### config.mk
export PLATFORM = sky130hd
export DESIGN_NAME = regfile_multiport
export DESIGN_NICKNAME = d
export VERILOG_FILES = /design/src/rtl/regfile_multiport.sv
export SDC_FILE = /design/constraint.sdc
export NUM_CORES = 2
export LEC_CHECK = 0
export CAP_MARGIN = 5
export CORE_ASPECT_RATIO = 0.8
export CORE_MARGIN = 8
export CORE_UTILIZATION = 30
export CTS_BUF_LIST = sky130_fd_sc_hd__clkbuf_16
export CTS_CLUSTER_SIZE = 28
export DETAILED_ROUTE_END_ITERATION = 6
export GPL_TIMING_DRIVEN = 0
export PLACE_DENSITY = 0.51
export SKIP_LAST_GASP = 1
export SYNTH_ARGS = -nofsm -noshare
export SYNTH_HDL_FRONTEND = slang
export SYNTH_SLANG_ARGS = --single-unit
### constraint.sdc
create_clock -name clk -period 4.3 [get_ports clk]
set_input_delay 0.645 -clock clk [delete_from_list [all_inputs] [get_ports clk]]
set_output_delay 0.645 -clock clk [all_outputs]
set_load 0.005 [all_outputs]
### src/rtl/regfile_multiport.sv
// Multi-port integer register file for the RV32 core.
// Registered reads with write bypass, plus a one-entry-per-cycle clear engine.
module regfile_multiport #(
  parameter int XLEN     = 32,
  parameter int NREGS    = 32,
  parameter int AW       = 5,
  parameter int NRP      = 2,
  parameter int ZERO_REG = 1,
  parameter int BYPASS   = 1
) (
  input  logic                clk,
  input  logic                rst_n,
  input  logic [NRP-1:0]      rd_en,
  input  logic [NRP*AW-1:0]   rs_addr,
  output logic [NRP*XLEN-1:0] rs_data,
  input  logic                wr_valid,
  output logic                wr_ready,
  input  logic [AW-1:0]       wr_addr,
  input  logic [XLEN-1:0]     wr_data,
  input  logic                clr_req,
  output logic                busy,
  output logic                clr_done
);

  localparam int IW = (NREGS > 1) ? $clog2(NREGS) : 1;
  localparam logic [AW:0] NR   = (AW+1)'(NREGS);
  localparam logic [AW:0] LAST = (AW+1)'(NREGS - 1);

  typedef enum logic {
    IDLE,
    CLEAR
  } state_t;

  state_t          state_q, state_d;
  logic [AW:0]     idx_q, idx_d;
  logic            done_q, done_d;
  logic [XLEN-1:0] mem [NREGS];

  logic wr_ok;
  logic wr_commit;
  logic clr_act;

  assign wr_ready  = (state_q == IDLE);
  assign busy      = (state_q == CLEAR);
  assign clr_done  = done_q;
  assign clr_act   = (state_q == CLEAR);

  assign wr_ok     = ({1'b0, wr_addr} < NR) &&
                     !((ZERO_REG != 0) && (wr_addr == '0));
  assign wr_commit = wr_valid && wr_ready && wr_ok;

  always_comb begin
    state_d = state_q;
    idx_d   = idx_q;
    done_d  = 1'b0;
    unique case (state_q)
      IDLE: begin
        if (clr_req) begin
          state_d = CLEAR;
          idx_d   = '0;
        end
      end
      CLEAR: begin
        idx_d = idx_q + (AW+1)'(1);
        if (idx_q == LAST) begin
          state_d = IDLE;
          done_d  = 1'b1;
        end
      end
      default: state_d = IDLE;
    endcase
  end

  always_ff @(posedge clk) begin
    if (!rst_n) begin
      state_q <= IDLE;
      idx_q   <= '0;
      done_q  <= 1'b0;
    end else begin
      state_q <= state_d;
      idx_q   <= idx_d;
      done_q  <= done_d;
    end
  end

  // Clear and write never coincide: wr_ready is low in CLEAR.
  always_ff @(posedge clk) begin
    if (!rst_n) begin
      for (int r = 0; r < NREGS; r++) mem[r] <= '0;
    end else if (clr_act) begin
      mem[idx_q[IW-1:0]] <= '0;
    end else if (wr_commit) begin
      mem[wr_addr[IW-1:0]] <= wr_data;
    end
  end

  for (genvar g = 0; g < NRP; g++) begin : g_rd
    logic [AW-1:0]   ra;
    logic            ra_ok;
    logic [XLEN-1:0] rv;
    logic [XLEN-1:0] rd_q;

    assign ra    = rs_addr[g*AW +: AW];
    assign ra_ok = ({1'b0, ra} < NR) &&
                   !((ZERO_REG != 0) && (ra == '0));

    always_comb begin
      rv = '0;
      unique case (1'b1)
        !ra_ok:
          rv = '0;
        (BYPASS != 0) && wr_commit && (wr_addr == ra):
          rv = wr_data;
        default:
          rv = mem[ra[IW-1:0]];
      endcase
    end

    always_ff @(posedge clk) begin
      if (!rst_n) begin
        rd_q <= '0;
      end else if (rd_en[g]) begin
        rd_q <= rv;
      end
    end

    assign rs_data[g*XLEN +: XLEN] = rd_q;
  end

endmodule
==> results.yml <==
synth:
  synth_seq_area_share_pct: 58.99
  synthCells: 3794
  syn_area_per_cell_um2: 14.38
  ys_warn_count: 0
  ys_types: 56
  synth_edf_count: 1024
  ys_ff_latch: 1096
  synth-main-ff-cell: "edfxtp_1"
  async_reset_ff_share_pct: 0
  syn_area_um2: 54570
sta:
  period_share_pct: 100.6
  slew_viol_final: 0
  hold_viol: 0
  min_period_ns: 4.325
  rsz0062_at_grt: "no"
  fin_hold_ws_ns: 0.4862
  fin_setup_tns_ns: -0.3519
  fin_ws_ns: -0.02512
  finalSetupViolCount: 25
  fmax_mhz: 231.2
  skew_ns: 0.02675
  slew_headroom_pct: 4.359
  tightest_slew_ns: 1.435
grt:
  met1_usage_pct: 30.95
  use_met3_pct: 6.500
  gr-total-overflow: 0
  grtUsageMet2_pct: 31.59
  grt_pass1_wl_um: 305200
  top_usage_layer: "met2"
  grt_pass1_vias: 37660
  grt.total_usage_pct: 22.14
  antenna_found_initial: 8
  grt_max_degree: 26
worst_setup_path:
  cp.arrival_ns: 4.74
  rr_endpoint: "mem[13][5]"
  required_ns: 4.71
  cp_slowest_stage_delay_ns: 0.82
  path_buf_inv: 4
  slowest_stage: "clkdlybuf4s50_1"
  path_delay_family: "buffers and inverters"
  reg2reg_setup_slack_ns: 0.28
  crit_path_start: "wr_addr[4]"
  worstPathMaxFanout: 23
  rr_startpoint: "busy"
  end_kind: "flip-flop"
  crit_chain: "clkdlybuf4s50_1 > nor4_4 > a211oi_4 > buf_6 > o21ai_4 > nand4_1 > clkbuf_1 > nand2_2 > buf_12"
  rr_worst_depth: 7
  crit_type: "in2reg"
  start_kind: "input pin"
pwr:
  p_sw_uw: 6531
  leakage_uw: 0.02031
  p_clk_share_pct: 38.7
  powerDensity_nw_per_um2: 394.2
  power_frac_seq_pct: 49.6
  ir_drop_mv: 0.3189
  swShare_pct: 26.27
  internal_power_uw: 18330
  p_comb_share_pct: 11.6
run_status:
  violations: "negative setup slack"
  status: "finished with violations"
min_path:
  hold_end: "g_rd[1].rd_q[22]"
  worstHoldPathType: "reg2reg"
  hold_depth: 2
  hold_start: "g_rd[1].rd_q[22]"
clock_tree:
  cts_hold_buf: 0
  cts.path.max_buffers: 3
  clock_latency_ns: 0.75
  cts_tree: "built"
  clock-sinks: 1096
  clkTransAtPathRegs_ns: 0.07
  cts_resized: 0
  cts_buffers: 109
  cts_root_buf: "clkbuf_16"
  postCtsSetupBuffers: 0
  ctsHtreeMaxLevel: 3
routing:
  vias_per_cell: 5.838
  drtIter0Drc: 6355
  wl_per_cell_um: 33.99
  vias: 38518
  drt-total-wl_um: 224300
  drc: 0
  drt_first_pass_iters: 6
  ant_nets: 0
die:
  start_util_pct: 30.10
  core_um2: 181300
  fp.dieH_um: 397.5
  fp-row-count: 140
  io_pins: 120
  die_w_um: 492.8
  die-area_um2: 195900
place:
  dpl.hpwl_um: 164800
  place.gp.congestion: 0.9610
  numPortBuffers: 108
  place_ws_ns: -0.7573
  post_dp_cell_area_um2: 59540
flow_run:
  drv_cap: 0
finish:
  drive_gt1_share_pct: 23.12
  final_nets: 4138
  syn2layout_area_growth_pct: 15.54
  fin_area_um2: 63050
  nFillCells: 17607
  utilization_pct: 34.78
==> worst reg2reg max path: cells and delay by family, from the launching register on <==
| kind | cells | cell delay (ns) |
|---|---|---|
| simple gates | 3 | 1.41 |
| buf+inv | 2 | 0.76 |
| compound gates | 1 | 0.53 |
| mux | 1 | 0.50 |
| flops | 1 | 0.45 |
==> cell families after synthesis <==
family	count (synthesis)	share of synthesized area, %
and+or+nand+nor	1301	10.03
other	1	0.006872
AOI/OAI and AO/OA	375	4.707
xor gates and xnor gates	10	0.1605
DFF	1096	58.99
adders and majority gates	1	0.02293
muxes	586	22.63
buffers and inverters	424	3.453
==> synth_stat cells (all sizes together), types with 4 or more instances <==
master / n / area (µm²)
xor2: 5 / 43.79
o22ai: 124 / 775.7
mux2i: 40 / 425.4
nor2b: 4 / 25.02
o21ai: 69 / 379.1
nand3: 42 / 230.2
or4: 31 / 232.7
a41oi: 32 / 280.3
nand2b: 4 / 25.02
nand4: 28 / 405.4
clkbuf: 225 / 844.6
edfxtp: 1024 / 30750
o211ai: 32 / 240.2
mux2: 34 / 390.4
xnor2: 5 / 43.79
a31oi: 5 / 31.28
nand2: 166 / 623.1
dfxtp: 72 / 1441
inv: 5 / 18.77
a21oi: 4 / 20.02
a22oi: 97 / 728.2
nand3b: 4 / 30.03
nor2: 1003 / 3765
nor3: 6 / 30.03
mux4: 512 / 11530
buf: 194 / 1021
==> flip-flops by register name, summed over array words and instances (netlist names) <==
register	cells
mem	1024
g_rd.rd_q	64
idx_q	6
busy	1
clr_done	1
==> cell usage in the layout (no fill, tap or decap), types with 66 or more instances in the layout <==
cell / Yosys / routed
dfxtp_1: 72 / 72
o22ai_1: 124 / 124
clkdlybuf4s50_1: 0 / 108
nor2_1: 1003 / 1003
o21ai_0: 66 / 66
buf_2: 135 / 136
edfxtp_1: 1024 / 1024
clkbuf_16: 0 / 111
nand2_1: 166 / 135
clkbuf_1: 225 / 225
a22oi_1: 97 / 97
mux4_2: 512 / 512
==> through the flow <==
step | total power [µW] | instances
final | 24860 | 6598
after global routing | 25380 | 6595
after CTS | 24810 | 6586
after detailed placement | 15370 | 6381
after global placement | 15300 | 6347
after floorplan | 14010 | 3825
==> power groups by stage <==
stage | Sequential [µW] | Clock, µW | Combinational, µW
2_1_floorplan | 12400 | 0 | 1590
3_3_place_gp | 12600 | 0 | 2720
3_5_place_dp | 12600 | 0 | 2820
4_1_cts | 12300 | 9660 | 2830
5_1_grt | 12400 | 10100 | 2950
6_report | 12300 | 9630 | 2890
==> final cells by class <==
class | instances | area [µm²] | share of cell area, %
clock buffer | 111 | 2778 | 4.406
inverter | 5 | 18.77 | 0.02977
buffer | 419 | 1868 | 2.963
multi-input combinational | 2305 | 20690 | 32.81
antenna | 6 | 15.01 | 0.02381
clock inverter | 94 | 655.6 | 1.040
tap | 2414 | 3020 | 4.791
sequential | 1096 | 32190 | 51.06
timing repair buffer | 148 | 1812 | 2.874
==> layer usage <==
metal | wire length [µm] | vias up
met4 | 12930 | 2
met1 | 89770 | 20063
li1 | - | 15246
met3 | 27720 | 407
met5 | 13 | -
met2 | 93850 | 2800
==> worst max path at each step <==
stage	endpoint	slack (ns)	cells after the start
global route	mem[29][1]	0.07	9
detailed placement	mem[30][3]	-0.76	9
CTS	mem[30][10]	0.03	9
finish	mem[29][11]	-0.03	9
floorplan	mem[11][0]	0.79	8
global placement	mem[29][3]	-1.77	7
Note: power is estimated with default switching activity, not from simulation.
